<file path="config.mk">
export PLATFORM = sky130hd
export DESIGN_NAME = fsic_io_serdes_link_init
export DESIGN_NICKNAME = d
export VERILOG_FILES = /design/src/rtl/fsic_io_serdes_pkg.sv /design/src/rtl/fsic_axil_single_xfer.sv /design/src/rtl/fsic_io_serdes_link_init.sv
export SDC_FILE = /design/constraint.sdc
export NUM_CORES = 1
export LEC_CHECK = 0
export CAP_MARGIN = 20
export CORE_MARGIN = 3
export CORE_UTILIZATION = 50
export CTS_CLUSTER_DIAMETER = 40
export DETAILED_ROUTE_END_ITERATION = 10
export DONT_BUFFER_PORTS = 1
export PLACE_DENSITY = 0.66
export SETUP_SLACK_MARGIN = 0.4
export SYNTH_ARGS = -nofsm -noshare
export SYNTH_HDL_FRONTEND = slang
export SYNTH_SLANG_ARGS = --single-unit
</file>
<file path="constraint.sdc">
create_clock -name axi_clk -period 6.2 [get_ports axi_clk]
set_clock_uncertainty 0.2 [all_clocks]
set_input_delay 1.24 -clock axi_clk [delete_from_list [all_inputs] [get_ports axi_clk]]
set_output_delay 1.24 -clock axi_clk [all_outputs]
set_load 0.005 [all_outputs]
</file>
<file path="src/rtl/fsic_io_serdes_pkg.sv">
// fsic_io_serdes_pkg: shared types and constants for the IO serdes link bring-up sequencer.
//   state_t        sequencer states
//   ERR_*          err_code encodings reported to the system controller
//   CTRL_*_BIT     bit positions inside the serdes control register
package fsic_io_serdes_pkg;

   typedef enum logic [2:0] {
      ST_IDLE,
      ST_WR_RX,
      ST_RD_RX,
      ST_WAIT,
      ST_WR_TX,
      ST_RD_TX,
      ST_DONE,
      ST_ERR
   } state_t;

   localparam logic [1:0] ERR_NONE    = 2'b00;
   localparam logic [1:0] ERR_TIMEOUT = 2'b01;
   localparam logic [1:0] ERR_RETRY   = 2'b10;

   localparam int CTRL_RXEN_BIT = 0;
   localparam int CTRL_TXEN_BIT = 1;

endpackage

</file>
<file path="src/rtl/fsic_axil_single_xfer.sv">
// fsic_axil_single_xfer: performs one AXI-Lite write or read for as long as req is held.
//   axi_clk, axi_reset_n   clock, async active-low reset
//   req, we                transfer request (held until ack/timeout), 1 = write
//   addr, wdata            DW address and write data
//   ack                    one-cycle pulse: write handshake or read data accepted
//   rdata                  read data, valid with ack on a read
//   timeout                a handshake has stalled pTIMEOUT cycles
//   axi_*                  AXI-Lite master channels
module fsic_axil_single_xfer #(
   parameter int pADDR_WIDTH = 10,
   parameter int pDATA_WIDTH = 32,
   parameter int pTIMEOUT    = 255
) (
   input  logic                     axi_clk,
   input  logic                     axi_reset_n,
   input  logic                     req,
   input  logic                     we,
   input  logic [pADDR_WIDTH-1:0]   addr,
   input  logic [pDATA_WIDTH-1:0]   wdata,
   output logic                     ack,
   output logic [pDATA_WIDTH-1:0]   rdata,
   output logic                     timeout,
   output logic                     axi_awvalid,
   output logic [pADDR_WIDTH-1:0]   axi_awaddr,
   input  logic                     axi_awready,
   output logic                     axi_wvalid,
   output logic [pDATA_WIDTH-1:0]   axi_wdata,
   output logic [pDATA_WIDTH/8-1:0] axi_wstrb,
   input  logic                     axi_wready,
   output logic                     axi_arvalid,
   output logic [pADDR_WIDTH-1:0]   axi_araddr,
   input  logic                     axi_arready,
   input  logic                     axi_rvalid,
   input  logic [pDATA_WIDTH-1:0]   axi_rdata,
   output logic                     axi_rready
);

   localparam int CW = $clog2(pTIMEOUT) + 1;
   localparam logic [CW-1:0] TMAX = CW'(pTIMEOUT);

   logic          ar_done;
   logic [CW-1:0] cnt;
   logic          aw_hs, ar_hs, r_hs, any_hs;

   // Address and data are held together and accepted only on a joint aw/w handshake.
   always_comb begin
      axi_awvalid = req && we;
      axi_wvalid  = axi_awvalid;
      axi_awaddr  = axi_awvalid ? addr : '0;
      axi_wdata   = axi_awvalid ? wdata : '0;
      axi_wstrb   = {(pDATA_WIDTH/8){axi_awvalid}};
      axi_arvalid = req && !we && !ar_done;
      axi_araddr  = axi_arvalid ? addr : '0;
      axi_rready  = req && !we;
      aw_hs       = axi_awvalid && axi_awready && axi_wready;
      ar_hs       = axi_arvalid && axi_arready;
      // ar_done is registered, so read data is only taken strictly after the AR handshake
      r_hs        = axi_rready && axi_rvalid && ar_done;
      any_hs      = aw_hs || ar_hs || r_hs;
      ack         = aw_hs || r_hs;
      rdata       = r_hs ? axi_rdata : '0;
      // a handshake landing in the final cycle wins over the timeout
      timeout     = req && !any_hs && cnt == TMAX;
   end

   always_ff @(posedge axi_clk or negedge axi_reset_n) begin
      if (!axi_reset_n) begin
         cnt     <= '0;
         ar_done <= 1'b0;
      end else begin
         cnt     <= (!req || any_hs) ? '0 : (cnt == TMAX ? cnt : cnt + CW'(1));
         ar_done <= req && !we && !r_hs && (ar_done || ar_hs);
      end
   end

endmodule

</file>
<file path="src/rtl/fsic_io_serdes_link_init.sv">
// fsic_io_serdes_link_init: AXI-Lite master that brings the IO serdes link up (rxen, then txen).
//   axi_clk, axi_reset_n   clock, async active-low reset
//   start                  level-sampled bring-up request (ignored while busy)
//   axi_*                  AXI-Lite master to the serdes config slave
//   cc_ls_enable           config-port enable, high while a transfer state is active
//   busy, done, error      sequence status levels
//   err_code               00 none, 01 handshake timeout, 10 retries exhausted
module fsic_io_serdes_link_init
   import fsic_io_serdes_pkg::*;
#(
   parameter int pADDR_WIDTH  = 10,
   parameter int pDATA_WIDTH  = 32,
   parameter int pCTRL_OFFSET = 0,
   parameter int pTX_DELAY    = 16,
   parameter int pTIMEOUT     = 255,
   parameter int pRETRY       = 3
) (
   input  logic                     axi_clk,
   input  logic                     axi_reset_n,
   input  logic                     start,
   output logic                     axi_awvalid,
   output logic [pADDR_WIDTH-1:0]   axi_awaddr,
   input  logic                     axi_awready,
   output logic                     axi_wvalid,
   output logic [pDATA_WIDTH-1:0]   axi_wdata,
   output logic [pDATA_WIDTH/8-1:0] axi_wstrb,
   input  logic                     axi_wready,
   output logic                     axi_arvalid,
   output logic [pADDR_WIDTH-1:0]   axi_araddr,
   input  logic                     axi_arready,
   input  logic                     axi_rvalid,
   input  logic [pDATA_WIDTH-1:0]   axi_rdata,
   output logic                     axi_rready,
   output logic                     cc_ls_enable,
   output logic                     busy,
   output logic                     done,
   output logic                     error,
   output logic [1:0]               err_code
);

   localparam int WW = $clog2(pTX_DELAY) + 1;
   localparam int RW = $clog2(pRETRY) + 1;
   localparam logic [WW-1:0] WLOAD = WW'(pTX_DELAY);
   localparam logic [RW-1:0] RMAX = RW'(pRETRY);
   localparam logic [pADDR_WIDTH-1:0] CTRL_ADDR = pADDR_WIDTH'(pCTRL_OFFSET);

   state_t                 state, nxt;
   logic [WW-1:0]          wait_cnt;
   logic [RW-1:0]          retry_cnt, retry_nxt;
   logic [1:0]             code_nxt;
   logic                   is_tx, is_wr, rd_ok;
   logic                   ack, timeout;
   logic [pDATA_WIDTH-1:0] rdata, wr_data;
   logic                   unused_rdata;

   assign unused_rdata = ^rdata[pDATA_WIDTH-1:2];

   always_comb begin
      is_tx        = state inside {ST_WR_TX, ST_RD_TX};
      is_wr        = state inside {ST_WR_RX, ST_WR_TX};
      cc_ls_enable = state inside {ST_WR_RX, ST_RD_RX, ST_WR_TX, ST_RD_TX};
      busy         = !(state inside {ST_IDLE, ST_DONE, ST_ERR});
      done         = state == ST_DONE;
      error        = state == ST_ERR;
      wr_data                = '0;
      wr_data[CTRL_RXEN_BIT] = 1'b1;
      wr_data[CTRL_TXEN_BIT] = is_tx;
      // the tx step must see both enables set; the rx step only needs rxen
      rd_ok = rdata[CTRL_RXEN_BIT] && (!is_tx || rdata[CTRL_TXEN_BIT]);
      nxt       = state;
      retry_nxt = retry_cnt;
      code_nxt  = err_code;
      case (state)
         ST_IDLE, ST_DONE, ST_ERR: begin
            if (start) begin
               nxt       = ST_WR_RX;
               retry_nxt = '0;
               code_nxt  = ERR_NONE;
            end
         end
         ST_WR_RX, ST_WR_TX: begin
            if (timeout) begin
               nxt      = ST_ERR;
               code_nxt = ERR_TIMEOUT;
            end else if (ack) begin
               nxt = is_tx ? ST_RD_TX : ST_RD_RX;
            end
         end
         ST_RD_RX, ST_RD_TX: begin
            if (timeout) begin
               nxt      = ST_ERR;
               code_nxt = ERR_TIMEOUT;
            end else if (ack && rd_ok) begin
               nxt       = is_tx ? ST_DONE : ST_WAIT;
               retry_nxt = '0;
            end else if (ack && retry_cnt >= RMAX) begin
               nxt      = ST_ERR;
               code_nxt = ERR_RETRY;
            end else if (ack) begin
               nxt       = is_tx ? ST_WR_TX : ST_WR_RX;
               retry_nxt = retry_cnt + RW'(1);
            end
         end
         ST_WAIT: nxt = wait_cnt == WW'(1) ? ST_WR_TX : ST_WAIT;
         default: nxt = ST_IDLE;
      endcase
   end

   always_ff @(posedge axi_clk or negedge axi_reset_n) begin
      if (!axi_reset_n) begin
         state     <= ST_IDLE;
         wait_cnt  <= '0;
         retry_cnt <= '0;
         err_code  <= ERR_NONE;
      end else begin
         state     <= nxt;
         wait_cnt  <= (nxt == ST_WAIT && state != ST_WAIT) ? WLOAD :
                      (state == ST_WAIT ? wait_cnt - WW'(1) : wait_cnt);
         retry_cnt <= retry_nxt;
         err_code  <= code_nxt;
      end
   end

   fsic_axil_single_xfer #(
      .pADDR_WIDTH (pADDR_WIDTH),
      .pDATA_WIDTH (pDATA_WIDTH),
      .pTIMEOUT    (pTIMEOUT)
   ) u_xfer (
      .axi_clk     (axi_clk),
      .axi_reset_n (axi_reset_n),
      .req         (cc_ls_enable),
      .we          (is_wr),
      .addr        (CTRL_ADDR),
      .wdata       (wr_data),
      .ack         (ack),
      .rdata       (rdata),
      .timeout     (timeout),
      .axi_awvalid (axi_awvalid),
      .axi_awaddr  (axi_awaddr),
      .axi_awready (axi_awready),
      .axi_wvalid  (axi_wvalid),
      .axi_wdata   (axi_wdata),
      .axi_wstrb   (axi_wstrb),
      .axi_wready  (axi_wready),
      .axi_arvalid (axi_arvalid),
      .axi_araddr  (axi_araddr),
      .axi_arready (axi_arready),
      .axi_rvalid  (axi_rvalid),
      .axi_rdata   (axi_rdata),
      .axi_rready  (axi_rready)
   );

endmodule
</file>
==> results_dict.tcl <==
set metrics [dict create \
    status "completed" \
    synth.lib_cells_used.distinct 52 \
    io_buffer_count 0 \
    post_drt_via_cell_ratio 5.06 \
    syn_area_um2 1940 \
    synthTopCellsByArea "dfrtp_1 30%, buf_4 22%, nor2_1 4.8%, ha_1 3.9%, o21ai_0 2.8%" \
    start_util_pct 55.0 \
    critPathLaunchType "flop" \
    dr.pass1.iters 4 \
    cts.repair.resized 0 \
    p_r_area_growth_vs_syn_pct -9.63 \
    post-route-period-util_pct 52.0 \
    synth_edf_count 0 \
    cts_tree "built" \
    cts.root.buffer_cell "clkbuf_8" \
    detail_route.wl_per_cell_um 13.2 \
    finish.utilization_pct 49.7 \
    ir_drop_mv 0.142 \
    globalRouteOverflowTotal 0 \
    post_cts_setup_repair_buffer_count 0 \
    nNetsFinal 263 \
    worst_slew_pin_slew_ns 0.651 \
    required_arrival_time_at_the_worst_endpoint_ns 4.76 \
    syn_area_per_cell_um2 8.45 \
    drive_above_1_share_pct 5.99 \
    maxCapViolations 0 \
    timing.critical_path.cells "or2_2 -> o21ai_0 -> nor2_1" \
    leakagePower_nw 0.809 \
    critical-path-slowest-cell "dfrtp_1" \
    cts_hold_buf 0 \
    top_level_ports 105 \
    worstPathMaxFanout 17 \
    worstHoldPathType "flop to flop" \
    drcViolationCount 0 \
    vias 1332 \
    yosysTopAreaCell "dfrtp_1" \
    worstSetupPathType "flop to output port" \
    yosysTopAreaCellShare_pct 29.7 \
    gpl.final_weighted_congestion 0.903 \
    synth_cells 229 \
    grt_pass1_vias 1153 \
    route.antenna.remaining_nets 0 \
    power_density_nw_per_um2 385 \
    fin_total_pwr_mw 0.673 \
    design.die.area_um2 4650 \
    die_w_um 68.2 \
    fmax_mhz 310 \
    worstSetupEndpointType "output port" \
    cts_made_buffers 3 \
    placeableCoreArea_um2 3520 \
    timing.final.hold_violations 0 \
    drtIter0Drc 131 \
    cts-htree-levels 1 \
    max_slew_margin_pct 56.5 \
    hpwl_after_dpl_um 2640 \
    clock_sinks 23 \
    die_height_um 68.2 \
    grtUsageTotal_pct 16.7 \
    antenna_found_initial 0 \
    yosys_warnings 0 \
    post-place-cells 259 \
    synth_most_common_cell "buf_4" \
    synth.ff_latch_count 23 \
    layout.cells.non_filler 263 \
    grt_setup_unrepaired "no" \
    dominantRegCellSynth "dfrtp_1" \
    timing.critical_path.slowest_cell_delay_ns 0.58 \
    fp-row-count 21 \
    drv_slew 0 \
    final.setup.tns_ns 0 \
    cts.path.max_buffers 2 \
    final_period_minus_worst_setup_slack_ns 3.23 \
    clkLatencyLatePin_ns 0.27 \
    grt_first_pass_wirelength_um 5750 \
    ys_async_sr_fraction_pct 100 \
    top_cell_types_by_occurrence_after_synthesis "58 x buf_4, 25 x nor2_1, 23 x dfrtp_1, 12 x nand2_1, 11 x o21ai_0" \
    wl_um 3470 \
    number_of_antenna_diodes 0 \
    arrival_ns 1.79 \
    clk_pin_slew_ns 0.09 \
    final-setup-viol-count 0 \
    synth.yosys.seq_area_share_pct 29.7 \
    grt_start_max_net_pins 24 \
]
==> critical path, delay by kind of cell (launching register included) <==
family	cells	cell delay (ns)
AND/OR/NAND/NOR	2	0.53
AO/OA/AOI/OAI	1	0.40
flip-flops	1	0.58
==> per-layer routing <==
| layer | share of wire, % | vias to the layer above | track usage [%] | wire, µm |
|---|---|---|---|---|
| li1 | - | 654 | - | - |
| met1 | 42 | 602 | 22.7 | 1440 |
| met2 | 46 | 74 | 25.3 | 1580 |
| met3 | 12 | 2 | 5.58 | 414 |
| met4 | 0.75 | 0 | 4.47 | 26 |
| met5 | 0 | - | 0 | 0 |
==> path summary, 6_finish.rpt <==
kind	slack, ns	cells past startpoint	startpoint	to
worst max-delay path	2.97	3	state[2]$_DFF_PN0_	cc_ls_enable
worst min-delay path	0.29	1	wait_cnt[4]$_DFFE_PN0P_	wait_cnt[4]$_DFFE_PN0P_
worst max register to register	3.70	6	state[1]$_DFF_PN0_	err_code[1]$_DFFE_PN0P_
worst min register to register	0.29	1	wait_cnt[4]$_DFFE_PN0P_	wait_cnt[4]$_DFFE_PN0P_
max in group asynchronous	5.27	0	axi_reset_n	wait_cnt[4]$_DFFE_PN0P_
min in group asynchronous	0.45	0	axi_reset_n	retry_cnt[0]$_DFFE_PN0P_
==> per-stage QoR <==
step | setup WS [ns] | hold slack (ns) | area [µm²]
2_1_floorplan | 3.48 | 0.246 | 2120
3_3_place_gp | 3.27 | 0.271 | 1700
3_5_place_dp | 3.28 | 0.280 | 1700
4_1_cts | 2.96 | 0.291 | 1750
5_1_grt | 2.75 | 0.326 | 1750
6_report | 2.97 | 0.290 | 1750
==> kinds of logic after synthesis <==
logic type | after synthesis | synth area share, %
flops | 23 | 29.7
fa+ha+maj | 7 | 4.40
other cells | 1 | 0.194
mux | 3 | 1.62
compound gates | 39 | 13.8
xor+xnor | 9 | 4.07
buf+inv | 73 | 26.0
simple gates | 74 | 20.2
==> sequential cells by signal (all words and copies together) (netlist names) <==
register and count:
err_code 2, state 3, u_xfer.cnt 9, u_xfer.ar_done 1, wait_cnt 5, retry_cnt 3
==> area by class of cell <==
| cell class | instances | area [µm²] |
|---|---|---|
| Clock buffer | 4 | 45.0 |
| Fill cell | 367 | 1770 |
| Inverter | 8 | 30.0 |
| Multi-Input combinational cell | 182 | 1040 |
| Sequential cell | 23 | 576 |
| Tap cell | 46 | 57.6 |
==> cells in the final DEF (no fill, tap or decap), types with 5 or more instances in the layout <==
cell     count
o21ai_0     11
xor2_1       5
dfrtp_1     23
nand2_1     12
conb_1      50
nor2_1      25
nand3_1      8
a21oi_1      6
ha_1         6
inv_1        7
nor3_1       8
==> where the power goes <==
part	internal, mW	switching (mW)
combinational	0.127	0.182
clock	0.0460	0.0502
sequential	0.190	0.0776
total	0.363	0.310
No activity file was read; power rests on OpenSTA's default activity.
==> RTL edit: new RTL, same settings <==
`pADDR_WIDTH` is set to 10 in 2 places; all go to 12.
--- a/src/rtl/fsic_axil_single_xfer.sv
+++ b/src/rtl/fsic_axil_single_xfer.sv
@@ -8,5 +8,5 @@
 //   axi_*                  AXI-Lite master channels
 module fsic_axil_single_xfer #(
-   parameter int pADDR_WIDTH = 10,
+   parameter int pADDR_WIDTH = 12,
    parameter int pDATA_WIDTH = 32,
    parameter int pTIMEOUT    = 255
--- a/src/rtl/fsic_io_serdes_link_init.sv
+++ b/src/rtl/fsic_io_serdes_link_init.sv
@@ -9,5 +9,5 @@
    import fsic_io_serdes_pkg::*;
 #(
-   parameter int pADDR_WIDTH  = 10,
+   parameter int pADDR_WIDTH  = 12,
    parameter int pDATA_WIDTH  = 32,
    parameter int pCTRL_OFFSET = 0,
Interface: changed (resized axi_araddr and axi_awaddr); port bits go from 105 to 109. The function was not compared with the original's and may differ.
==> RTL edit against the original RTL <==
Synthesized area is 1.6% higher. Sequential cell count stayed put. Sequential power about the same. Total power fell by 0.41%. Global-route usage fell by 1.2 points. Wire length is 0.35% higher. Cell area grew 1.0%. Worst setup slack worse by 0.0019 ns. Core utilization shrank 2.1 points. Synthesized cell count is 1.7% higher. Critical path type unchanged. Critical endpoint unchanged. Largest power group unchanged. Highest routed layer unchanged.
==> RTL edit: results (changes against the original RTL) <==
* Worst-path clk slew at 0.09 ns (about the same)
* Vias per Instance at 4.91 (-3.0%)
* Buffers on Ports at 0 (unchanged)
* Hold_buf cts at 0 (unchanged)
* Critical Path AT at 1.79 ns (about the same)
* Remaining DRCs at 0 (unchanged)
* Reg2reg start: state[1]$_DFF_PN0_
* Inst Count DP at 265 (+2.3%)
* Root Driver: clkbuf_8
* Post-CTS resize count at 0 (unchanged)
* Worst VDD drop at 178 uV (+25%)
* R2r endpoint: err_code[1]$_DFFE_PN0P_
* Post-Synth XOR/XNOR Area at 0.0401 (-0.000622)
* Hold WS at 0.307 ns (+0.0164 ns)
* Via count at 1,321 (-0.83%)
* Synth Area in Compound Gates at 0.136 (-0.00211)
* Post-synthesis mux area share at 0.0159 (-0.000247)
* Total number of H-tree levels at 1 (unchanged)
* Synth unique cells at 52 (unchanged)
* Status: completed
* Layout cells sized above 1 at 0.0588 (-0.00108)
* Largest net degree at the start of global routing at 24 (unchanged)
* All-Layer GR Usage at 0.155 (-0.0125)
* Crit-path max FO at 18 (+1)
* Crit-path slowest cell: dfrtp_1
* HP Class: reg2reg
* Slew headroom at 0.527 (-0.0373)
* Largest regs: u_xfer.cnt x9, wait_cnt x5
* Cell count of the worst reg-to-reg path at 6 (unchanged)
* Placed Area at 1720 um^2 (+1.0%)
* Clk_lat worst skew at 0.27 ns (about the same)
* Leakage dissipation at 0.000822 uW (+1.6%)
* Post-synthesis sequential area ratio at 0.293 (-0.00454)
* Antenna Diode Count at 0 (unchanged)
* Synth Area in Adders at 0.0433 (-0.000672)
* Top Family by Delay on Critical Path: flip-flops
* Crit-path max cell delay at 0.71 ns (+0.13 ns)
* Hold-critical path depth at 1 (unchanged)
* Top post-synthesis cells by area: dfrtp_1, buf_4, nor2_1
* Clk buf depth at 2 (unchanged)
* Synth cell count leaders: buf_4, nor2_1, dfrtp_1
* Syn. warnings at 0 (unchanged)
* DR WL/cell at 12.9 um (-1.9%)
* Initial antenna violation count at 0 (unchanged)
* Worst hold path endpoint: wait_cnt[4]$_DFFE_PN0P_
* First-pass DRT Iterations at 4 (unchanged)
* Hold_sp: wait_cnt[4]$_DFFE_PN0P_
* First-pass GRT wire length at 5540 um (-3.7%)
* Ys async rst share at 1.00 (unchanged)
* Initial drt markers at 59 (-55%)
* Cell count after synthesis at 233 (+1.7%)
* Num CTS Buffers at 3 (unchanged)
* Post-CTS setup buffer count at 0 (unchanged)
* RePlAce Congestion at 0.868 (-3.8%)
* Vias in the first global route at 1,197 (+3.8%)
* Reg-to-reg setup timing slack at 3.68 ns (-0.02 ns)
* DPL Wire Length at 2680 um (+1.5%)
## RTL edit: cell count changes in the layout (fill, tap and decap cells not counted), sizes merged
cell | unedited run | this run
conb | 50 | 54
## RTL edit: how the worst max path moves through the flow
| stage | from | to | cells past startpoint |
|---|---|---|---|
| floorplan | state[2]$_DFF_PN0_ | busy | 5 |
| global placement | state[2]$_DFF_PN0_ | busy | 3 |
| detailed placement | state[0]$_DFF_PN0_ | cc_ls_enable | 3 |
| CTS | state[2]$_DFF_PN0_ | cc_ls_enable | 3 |
| global route | state[0]$_DFF_PN0_ | cc_ls_enable | 3 |
| finish | state[0]$_DFF_PN0_ | cc_ls_enable | 3 |
## RTL edit: cell type report
type | count | area (um^2)
fillers | 364 | 1950
clock buffers | 4 | 45.0
flip-flops and latches | 23 | 576
inverters | 8 | 30.0
multi-input cells | 186 | 1060
well taps | 48 | 60.1
## RTL edit: kinds of logic (layout without fill, tap and decap cells)
family,after synthesis,after routing
adders and majority gates,7,7
buffers and inverters,77,12
and+or+nand+nor,74,74
DFF,23,23
AOI/OAI and AO/OA,39,39
other,1,54
xor gates and xnor gates,9,9
muxes,3,3
## RTL edit: report_power, final
part / switching (uW) / internal, uW
combinational: 183 / 127
sequential: 76.6 / 190
clock: 48.1 / 45.9
## RTL edit: per-stage QoR
stage                     worst slack (ns)   util
after floorplan                       3.48      -
after global placement                3.29  0.463
after global routing                  2.85  0.475
final                                 2.97  0.475
after detailed placement              3.30  0.463
after CTS                             3.00  0.475
## RTL edit: routing by layer
metal / GRT usage / part of all wire / vias up / wire length (um)
li1: - / - / 655 / -
met1: 0.192 / 0.41 / 617 / 1440
met2: 0.266 / 0.50 / 45 / 1740
met3: 0.0486 / 0.080 / 4 / 277
met4: 0.0268 / 0.0066 / 0 / 23
met5: 0 / 0 / - / 0
## RTL edit: worst reg2reg max path, delay by kind of cell, from the launching register on
family / cells / cell delay, ns
AND/OR/NAND/NOR: 3 / 0.68
flip-flops: 1 / 0.68
AO/OA/AOI/OAI: 2 / 0.76
buffers and inverters: 1 / 0.08
